===== src/rtl/snn_axi_pkg.sv =====
// snn_axi_pkg: shared sizing constants and FSM state encodings for the SNN AXI input path
package snn_axi_pkg;
  localparam int WORD_WIDTH = 32;
  localparam int NIB_WIDTH  = 4;
  localparam int INPUT_SIZE = 784;
  localparam int TSTEP_NUM  = 16;
  localparam logic [2:0] S_IDLE  = 3'd0;
  localparam logic [2:0] S_FETCH = 3'd1;
  localparam logic [2:0] S_CAPT  = 3'd2;
  localparam logic [2:0] S_PRES  = 3'd3;
  localparam logic [2:0] S_DONE  = 3'd4;
endpackage


===== src/rtl/spike_word_unpacker.sv =====
// spike_word_unpacker: pops FIFO words and offers them nibble by nibble, one frame per timestep
module spike_word_unpacker #(
  parameter int WORD_WIDTH = snn_axi_pkg::WORD_WIDTH,
  parameter int NIB_WIDTH  = snn_axi_pkg::NIB_WIDTH,
  parameter int FRAME_BITS = snn_axi_pkg::INPUT_SIZE,
  parameter int TSTEP_NUM  = snn_axi_pkg::TSTEP_NUM
) (
  input  logic                  CLK,
  input  logic                  rst,
  input  logic                  start,
  input  logic [WORD_WIDTH-1:0] fifo_dout,
  input  logic                  fifo_empty,
  output logic                  fifo_rd_en,
  output logic [NIB_WIDTH-1:0]  din_parallel,
  output logic                  din_valid,
  input  logic                  pts_ready,
  output logic                  busy,
  output logic                  done,
  output logic [3:0]            frame_cnt
);
  import snn_axi_pkg::*;
  localparam int NPW = WORD_WIDTH / NIB_WIDTH;
  localparam int NPF = FRAME_BITS / NIB_WIDTH;
  localparam int NIW = $clog2(NPW);
  localparam int FNW = $clog2(NPF);
  localparam logic [NIW-1:0] NIB_LAST   = NIW'(NPW - 1);
  localparam logic [FNW-1:0] FNIB_LAST  = FNW'(NPF - 1);
  localparam logic [3:0]     FRAME_LAST = 4'(TSTEP_NUM - 1);
  if (NIB_WIDTH != 4) begin : g_bad_nib
    $error("NIB_WIDTH must be 4");
  end
  if (WORD_WIDTH % NIB_WIDTH != 0 || FRAME_BITS % NIB_WIDTH != 0) begin : g_bad_div
    $error("WORD_WIDTH and FRAME_BITS must be multiples of NIB_WIDTH");
  end
  if (TSTEP_NUM < 1 || TSTEP_NUM > 16) begin : g_bad_tstep
    $error("TSTEP_NUM must be 1..16");
  end
  logic [2:0]            state_q, state_d;
  logic [WORD_WIDTH-1:0] word_q, word_d;
  logic [NIW-1:0]        nib_q, nib_d;
  logic [FNW-1:0]        fnib_q, fnib_d;
  logic [3:0]            fcnt_q, fcnt_d;
  logic                  xfer;
  assign busy         = state_q != S_IDLE;
  assign done         = state_q == S_DONE;
  assign din_valid    = state_q == S_PRES;
  assign fifo_rd_en   = state_q == S_FETCH && !fifo_empty;
  assign din_parallel = din_valid ? word_q[nib_q*NIB_WIDTH +: NIB_WIDTH] : '0;
  assign frame_cnt    = fcnt_q;
  assign xfer         = din_valid && pts_ready;
  always_comb begin
    state_d = state_q;
    word_d  = word_q;
    nib_d   = nib_q;
    fnib_d  = fnib_q;
    fcnt_d  = fcnt_q;
    case (state_q)
      S_IDLE: if (start) begin
        state_d = S_FETCH;
        nib_d   = '0;
        fnib_d  = '0;
        fcnt_d  = '0;
      end
      S_FETCH: state_d = fifo_empty ? S_FETCH : S_CAPT;
      S_CAPT: begin
        word_d  = fifo_dout;
        nib_d   = '0;
        state_d = S_PRES;
      end
      S_PRES: if (xfer) begin
        fnib_d = fnib_q + 1'b1;
        // a frame end drops whatever is left of the current word
        if (fnib_q == FNIB_LAST) begin
          fnib_d  = '0;
          state_d = fcnt_q == FRAME_LAST ? S_DONE : S_FETCH;
          fcnt_d  = fcnt_q == FRAME_LAST ? fcnt_q : fcnt_q + 1'b1;
        end else if (nib_q == NIB_LAST) begin
          state_d = S_FETCH;
        end else begin
          nib_d = nib_q + 1'b1;
        end
      end
      S_DONE: state_d = S_IDLE;
      default: state_d = S_IDLE;
    endcase
  end
  always_ff @(posedge CLK) begin
    if (rst) begin
      state_q <= S_IDLE;
      word_q  <= '0;
      nib_q   <= '0;
      fnib_q  <= '0;
      fcnt_q  <= '0;
    end else begin
      state_q <= state_d;
      word_q  <= word_d;
      nib_q   <= nib_d;
      fnib_q  <= fnib_d;
      fcnt_q  <= fcnt_d;
    end
  end
endmodule


===== config.mk =====
export PLATFORM = sky130hd
export DESIGN_NAME = spike_word_unpacker
export DESIGN_NICKNAME = d
export VERILOG_FILES = /design/src/rtl/snn_axi_pkg.sv /design/src/rtl/spike_word_unpacker.sv
export SDC_FILE = /design/constraint.sdc
export NUM_CORES = 1
export LEC_CHECK = 0
export CORE_ASPECT_RATIO = 0.5
export CORE_UTILIZATION = 51
export CTS_CLUSTER_DIAMETER = 200
export DETAILED_ROUTE_END_ITERATION = 6
export GPL_TIMING_DRIVEN = 0
export PLACE_DENSITY = 0.87
export SYNTH_ARGS = -nofsm -noshare
export SYNTH_HDL_FRONTEND = slang
export SYNTH_SLANG_ARGS = --single-unit

===== constraint.sdc =====
create_clock -name CLK -period 2 [get_ports CLK]
set_input_delay 0.4 -clock CLK [delete_from_list [all_inputs] [get_ports CLK]]
set_output_delay 0.4 -clock CLK [all_outputs]
set_load 0.02 [all_outputs]

# Word level (Yosys, flattened, before mapping)
# Cells that the tools add are included.
dict set report totals {
  register_bits 50
  in_bits 37
  out_inout_bits 12
  word_cells 56
}
dict set report classes {
  addsub 3
  eq_ne 14
  shifts 1
  mux 22
  n_reduce_logical 11
}
# cell count
set ops {}
lappend ops {{32-bit by 6-bit indexed part select with 4-bit output} 1}
lappend ops {{3-bit two-way mux} 9}
lappend ops {{8-bit two-way mux} 3}
lappend ops {{4-bit two-way mux} 5}
lappend ops {{8-bit case mux with 2 select lines} 1}
lappend ops {{3-bit case mux with 4 select lines} 1}
lappend ops {{5-bit AND reduction} 2}
lappend ops {{3-bit case mux with 3 select lines} 1}
lappend ops {{8-bit by 1-bit adder with 8-bit output, second input constant} 1}
lappend ops {{8-bit equality test, second input constant} 1}
lappend ops {{2-bit != test, second input constant} 4}
lappend ops {{4-bit case mux with 2 select lines} 1}
lappend ops {{3-bit by 2-bit equality test with 1-bit output, second input constant} 2}
lappend ops {{3-bit equality test, second input constant} 2}
lappend ops {{3-bit AND reduction} 2}
lappend ops {{3-bit nonzero test} 2}
lappend ops {{4-bit by 1-bit adder with 4-bit output, second input constant} 1}
lappend ops {{4-bit equality test, second input constant} 1}
lappend ops {{2-bit by 1-bit != test with 1-bit output, second input constant} 2}
lappend ops {{3-bit by 1-bit adder with 3-bit output, second input constant} 1}
lappend ops {{3-bit by 1-bit equality test with 1-bit output, second input constant} 1}
lappend ops {{3-bit logical NOT} 1}
lappend ops {{3-bit by 1-bit != test with 1-bit output, second input constant} 1}
lappend ops {{1-bit logical AND} 2}
lappend ops {{other kinds (3)} 3}

# Longest topological paths before layout
dict set report depth {
  ltp_word 5
  mapped_depth 7
  depth_no_buf 5
}

# Worst setup path after synthesis
# No wires, ideal clock.
dict set report synth_path {
  path_kind {register to register}
  start {register state_q[0]}
  end {register state_q[1]}
  setup_ns 0.078
  arrival_time_ns 1.772
  t_required_ns 1.922
  setup_slack_ns 0.150
  path_stages_with_launch 6
  path_buffers 1
  period_less_slack_ns 1.850
  path_cell_list {dfxtp_1 buf_2 nor4b_1 nor2_1 o311a_1 nor3_1}
}
dict set report synth_between {
  elab_chain_len 4
  word_cells_on_any_way 10
  cone_classes {eq/ne (6); mux (1); reduce/logical (3)}
}
# element line_no
set synth_lines {}
lappend synth_lines {{from (decl)} spike_word_unpacker.sv:38} ;# logic [2:0] state_q, state_d;
lappend synth_lines {{from (signal assigned)} spike_word_unpacker.sv:95} ;# state_q <= state_d;
lappend synth_lines {{3-bit by 2-bit equality test with 1-bit output} {spike_word_unpacker.sv:46, spike_word_unpacker.sv:57}}
lappend synth_lines {{1-bit logical AND} spike_word_unpacker.sv:50} ;# assign xfer = din_valid && pts_ready;
lappend synth_lines {{2-bit by 1-bit != test with 1-bit output (no line)} -}
lappend synth_lines {{3-bit AND reduction (no line)} -}
# Parallel ways exist; a longest one is shown, timed or not.
# A chain may end at the register's enable or synchronous reset.

# Final worst setup path
dict set report layout_path {
  start {register nib_q[0]}
  end {output din_parallel[1]}
}
dict set report layout_between {
  elab_chain_len 2
}
# element line_no
set layout_lines {}
lappend layout_lines {{from (decl)} spike_word_unpacker.sv:40} ;# logic [NIW-1:0] nib_q, nib_d;
lappend layout_lines {{from (signal assigned)} spike_word_unpacker.sv:97} ;# nib_q <= nib_d;
lappend layout_lines {{32-bit by 6-bit indexed part select with 4-bit output} spike_word_unpacker.sv:48} ;# assign din_parallel = din_valid ? word_q[nib_q*NIB_WIDTH +: NIB_WIDTH] : '0;
lappend layout_lines {{4-bit two-way mux} spike_word_unpacker.sv:48}
lappend layout_lines {{to (decl)} spike_word_unpacker.sv:14} ;# output logic [NIB_WIDTH-1:0] din_parallel,
# No other way between the ends.

==> summary.md <==
| Metric | Value |
|---|---|
| Outcome | `complete, but fails checks` |
| Failing checks | `negative setup slack` |
| Utilization after layout | `69.5%` |
| Synthesis-to-finish area growth | `28.8%` |
| Port bufs | `47` |
| Sequential element share of the synthesized area | `41.3%` |
| Detailed-router iteration count before antenna repair | `4` |
| Drt initial violations | `131` |
| Launch instance of the worst min-delay path | `word_q[5]` |
| Number of diodes added for antenna fixing | `0` |
| Final worst-path setup slack | `-83.4 ps` |
| Area enclosed by the die boundary | `5040 sq um` |
| RSZ-0062 raised after global routing | `yes` |
| Pin count of the biggest net entering global routing | `15` |
| Nets | `375` |
| Hold Crit Depth | `2` |
| Main combinational cell family by area after synthesis | `simple AND/OR/NAND/NOR gates` |
| Overall routed net length | `6180 um` |
| Proportion of layout cells with a drive suffix above 1 | `14.1%` |
| Synth warn | `0` |
| Cell area power density | `694 nW/um^2` |
| Top-level I/O count | `49` |
| Worst-case hold path end point | `word_q[5]` |
| Hold Slack | `462 ps` |
| Max Cap Violations | `0` |
| CTS root buffer | `clkbuf_8` |
| Routability congestion estimate from global placement | `0.796` |
| Number of buffers created by CTS | `5` |
| Tot GR Track Use | `25.9%` |
| DP Cell Count | `389` |
| Die Y-Extent | `50.7 um` |
| Critical path class | `reg2out` |
| Post-Synthesis Cells | `276` |
| Setup TNS | `-299 ps` |
| Design area | `3120 sq um` |
| Std cell rows | `17` |
| Clock sink count | `50` |
| Worst slack at placement | `-515 ps` |
| Critical register-to-register path startpoint | `fnib_q[0]` |
| Most frequent cells in the layout | `nand2_1 (68), dfxtp_1 (48), clkdlybuf4s50_1 (39)` |
| H-tree depth reported by CTS | `2` |
| DR WL/cell | `15.5 um` |
| Xor-xnor portion of the synthesized cell area | `1.45%` |
| Initial antenna violation count | `0` |
| Relative slew margins | `61.6%` |
| Total power | `2.16 mW` |
| Area fraction in compound gates after synthesis | `16.7%` |
| Setup slack of the most critical reg-to-reg path | `100 ps` |
| Fin. Hold Viols | `0` |
| DP Area | `2970 sq um` |
| Post-route antenna net violation count | `0` |
| Number of max-slew violations in the final report | `0` |
| Cts hold-fix bufs | `0` |
| Netlist Area Pre-Place | `2420 sq um` |
| Clock tree buffer depth | `2` |
| Post-synthesis net count | `317` |
| Clock edge transition at the registers on the reported setup and hold paths | `90 ps` |
| Crit Reg-Reg Endpoint | `fnib_q[6]` |
| Most frequent standard cell in the layout excluding fill and tap cells | `nand2_1` |
| Static leakage power | `1.10 nW` |
| Crit end category | `output port` |
| Effective utilization at floorplan | `53.9%` |
| #FFs+latches synth | `50` |
| Via count of the first global-routing pass | `2145` |
| Core area | `4490 sq um` |
| Maximum fanout along the worst path | `8` |
| Post-synthesis share of cell area spent on and, or, nand and nor gates | `23.2%` |
| Slew at the pin with the worst max-slew slack | `577 ps` |
| Startpoint type of the worst setup path | `flop` |
| Synth cell types | `47` |
| Share of cell area taken by muxes after synthesis | `10.4%` |
| Max VDD drop | `0.575 mV` |
| Insertion delay to the later sink of the worst-skew pair | `300 ps` |
| Overall die width | `99.4 um` |
| Period utilization | `104%` |
| Non-filler instance count after layout | `400` |
| Synthesized area divided by synthesized cell count | `8.77 sq um` |
| Final critical-path required period | `2080 ps` |
| # DRC | `0` |
| Ratio of routed vias to standard cells | `5.71` |
| TritonCTS clock tree | `done` |
| Number of vias in the routed layout | `2283` |
| Estimated wirelength of the detail-placed design | `4440 um` |
| Worst Skew | `5.09 ps` |
| Count of cells along the worst register-to-register path | `7` |
| Data required time of the worst path | `1600 ps` |
| Count of endpoints failing setup in the final report | `4` |
| Max Fclk | `480 MHz` |
| Overflow after GRT | `0` |
| Data arrival time of the critical path | `1680 ps` |
| Arithmetic-cell share of the synthesized area counting full adders, half adders and majority gates | `2.07%` |
| Class of the tightest hold or removal check | `reg2reg` |
| First-pass GRT wire length | `10000 um` |
-- critical path, stage by stage, from the launching register on --
cell and delay [ps]:
dfxtp_2 360, buf_8 140, mux4_2 520, mux2i_1 150
nor2_1 70, buf_4 150
-- cells by family after synthesis --
group,after synthesis
AND/OR/NAND/NOR,115
adder cells (fa/ha/maj),4
buffers and inverters,25
AO/OA/AOI/OAI,63
flip-flops,50
multiplexers,15
XOR/XNOR,4
-- area by class of cell --
| type | count | area [sq um] |
|---|---|---|
| clock inverters | 1 | 7.51 |
| plain buffers | 22 | 134 |
| multi-input cells | 201 | 1320 |
| flip-flops and latches | 50 | 1000 |
| inverters | 3 | 11.3 |
| clock buffers | 6 | 72.6 |
| fillers | 330 | 1370 |
| well taps | 66 | 82.6 |
| repair buffers | 51 | 488 |
-- Yosys cell counts, drive strengths merged --
master / instances / share of area (%)
a2111oi: 1 / 1.1
a211oi: 4 / 1.2
a21oi: 35 / 7.2
a22o: 3 / 1.1
a31o: 1 / 0.36
a31oi: 4 / 1.0
a41oi: 2 / 0.72
and2: 1 / 0.26
and3: 2 / 0.52
and3b: 1 / 0.36
and4b: 2 / 0.83
buf: 8 / 2.1
clkbuf: 14 / 2.2
dfxtp: 50 / 41
ha: 4 / 2.1
inv: 3 / 0.47
mux2: 2 / 0.93
mux2i: 5 / 2.1
mux4: 8 / 7.4
nand2: 68 / 11
nand2b: 2 / 0.52
nand3: 4 / 0.83
nand3b: 1 / 0.47
nand4: 2 / 0.52
nor2: 16 / 2.6
nor3: 5 / 1.5
nor3b: 2 / 0.83
nor4: 1 / 0.52
nor4b: 2 / 1.3
o2111ai: 3 / 1.1
o21ai: 4 / 0.83
o21bai: 2 / 0.62
o311a: 1 / 0.41
o31ai: 2 / 0.62
o32ai: 1 / 0.36
or2: 2 / 0.52
or3: 3 / 0.78
or4: 1 / 0.31
xor2: 4 / 1.4
-- routing by layer --
layer / vias to the layer above / share of wire [%] / track usage (%)
met5: - / 0 / 0
met4: 0 / 2.6 / 11.8
met3: 20 / 6.6 / 5.71
met2: 95 / 50 / 44.9
met1: 1079 / 40 / 31.4
li1: 1089 / - / -
-- registers in the layout, indices dropped and copies added, names as in the netlist --
register,flops
word_q,32
fnib_q,8
frame_cnt,4
nib_q,3
state_q,3
-- repair_timing --
| action | CTS | global route |
|---|---|---|
| buffers inserted | 3 | 1 |
| endpoints found under the setup margin | 8 | 12 |
| resized for setup | 35 | 7 |
| pin swaps | 3 | 4 |
-- report_power, final --
group	total (mW)	internal (mW)	switching [mW]
clock	0.567	0.241	0.327
sequential	1.10	1.06	0.0394
combinational	0.492	0.217	0.275
total	2.16	1.52	0.641
-- worst max-delay path by stage --
stage / startpoint / cells past startpoint / slack [ps] / endpoint
detailed placement: nib_q[1] / 5 / -520 / din_parallel[1]
finish: nib_q[0] / 5 / -80 / din_parallel[1]
CTS: nib_q[0] / 5 / -90 / din_parallel[2]
global route: nib_q[0] / 5 / -170 / din_parallel[2]
global placement: nib_q[1] / 5 / -500 / din_parallel[0]
floorplan: state_q[0] / 5 / 150 / state_q[1]
No activity file was read; power rests on OpenSTA's default activity.
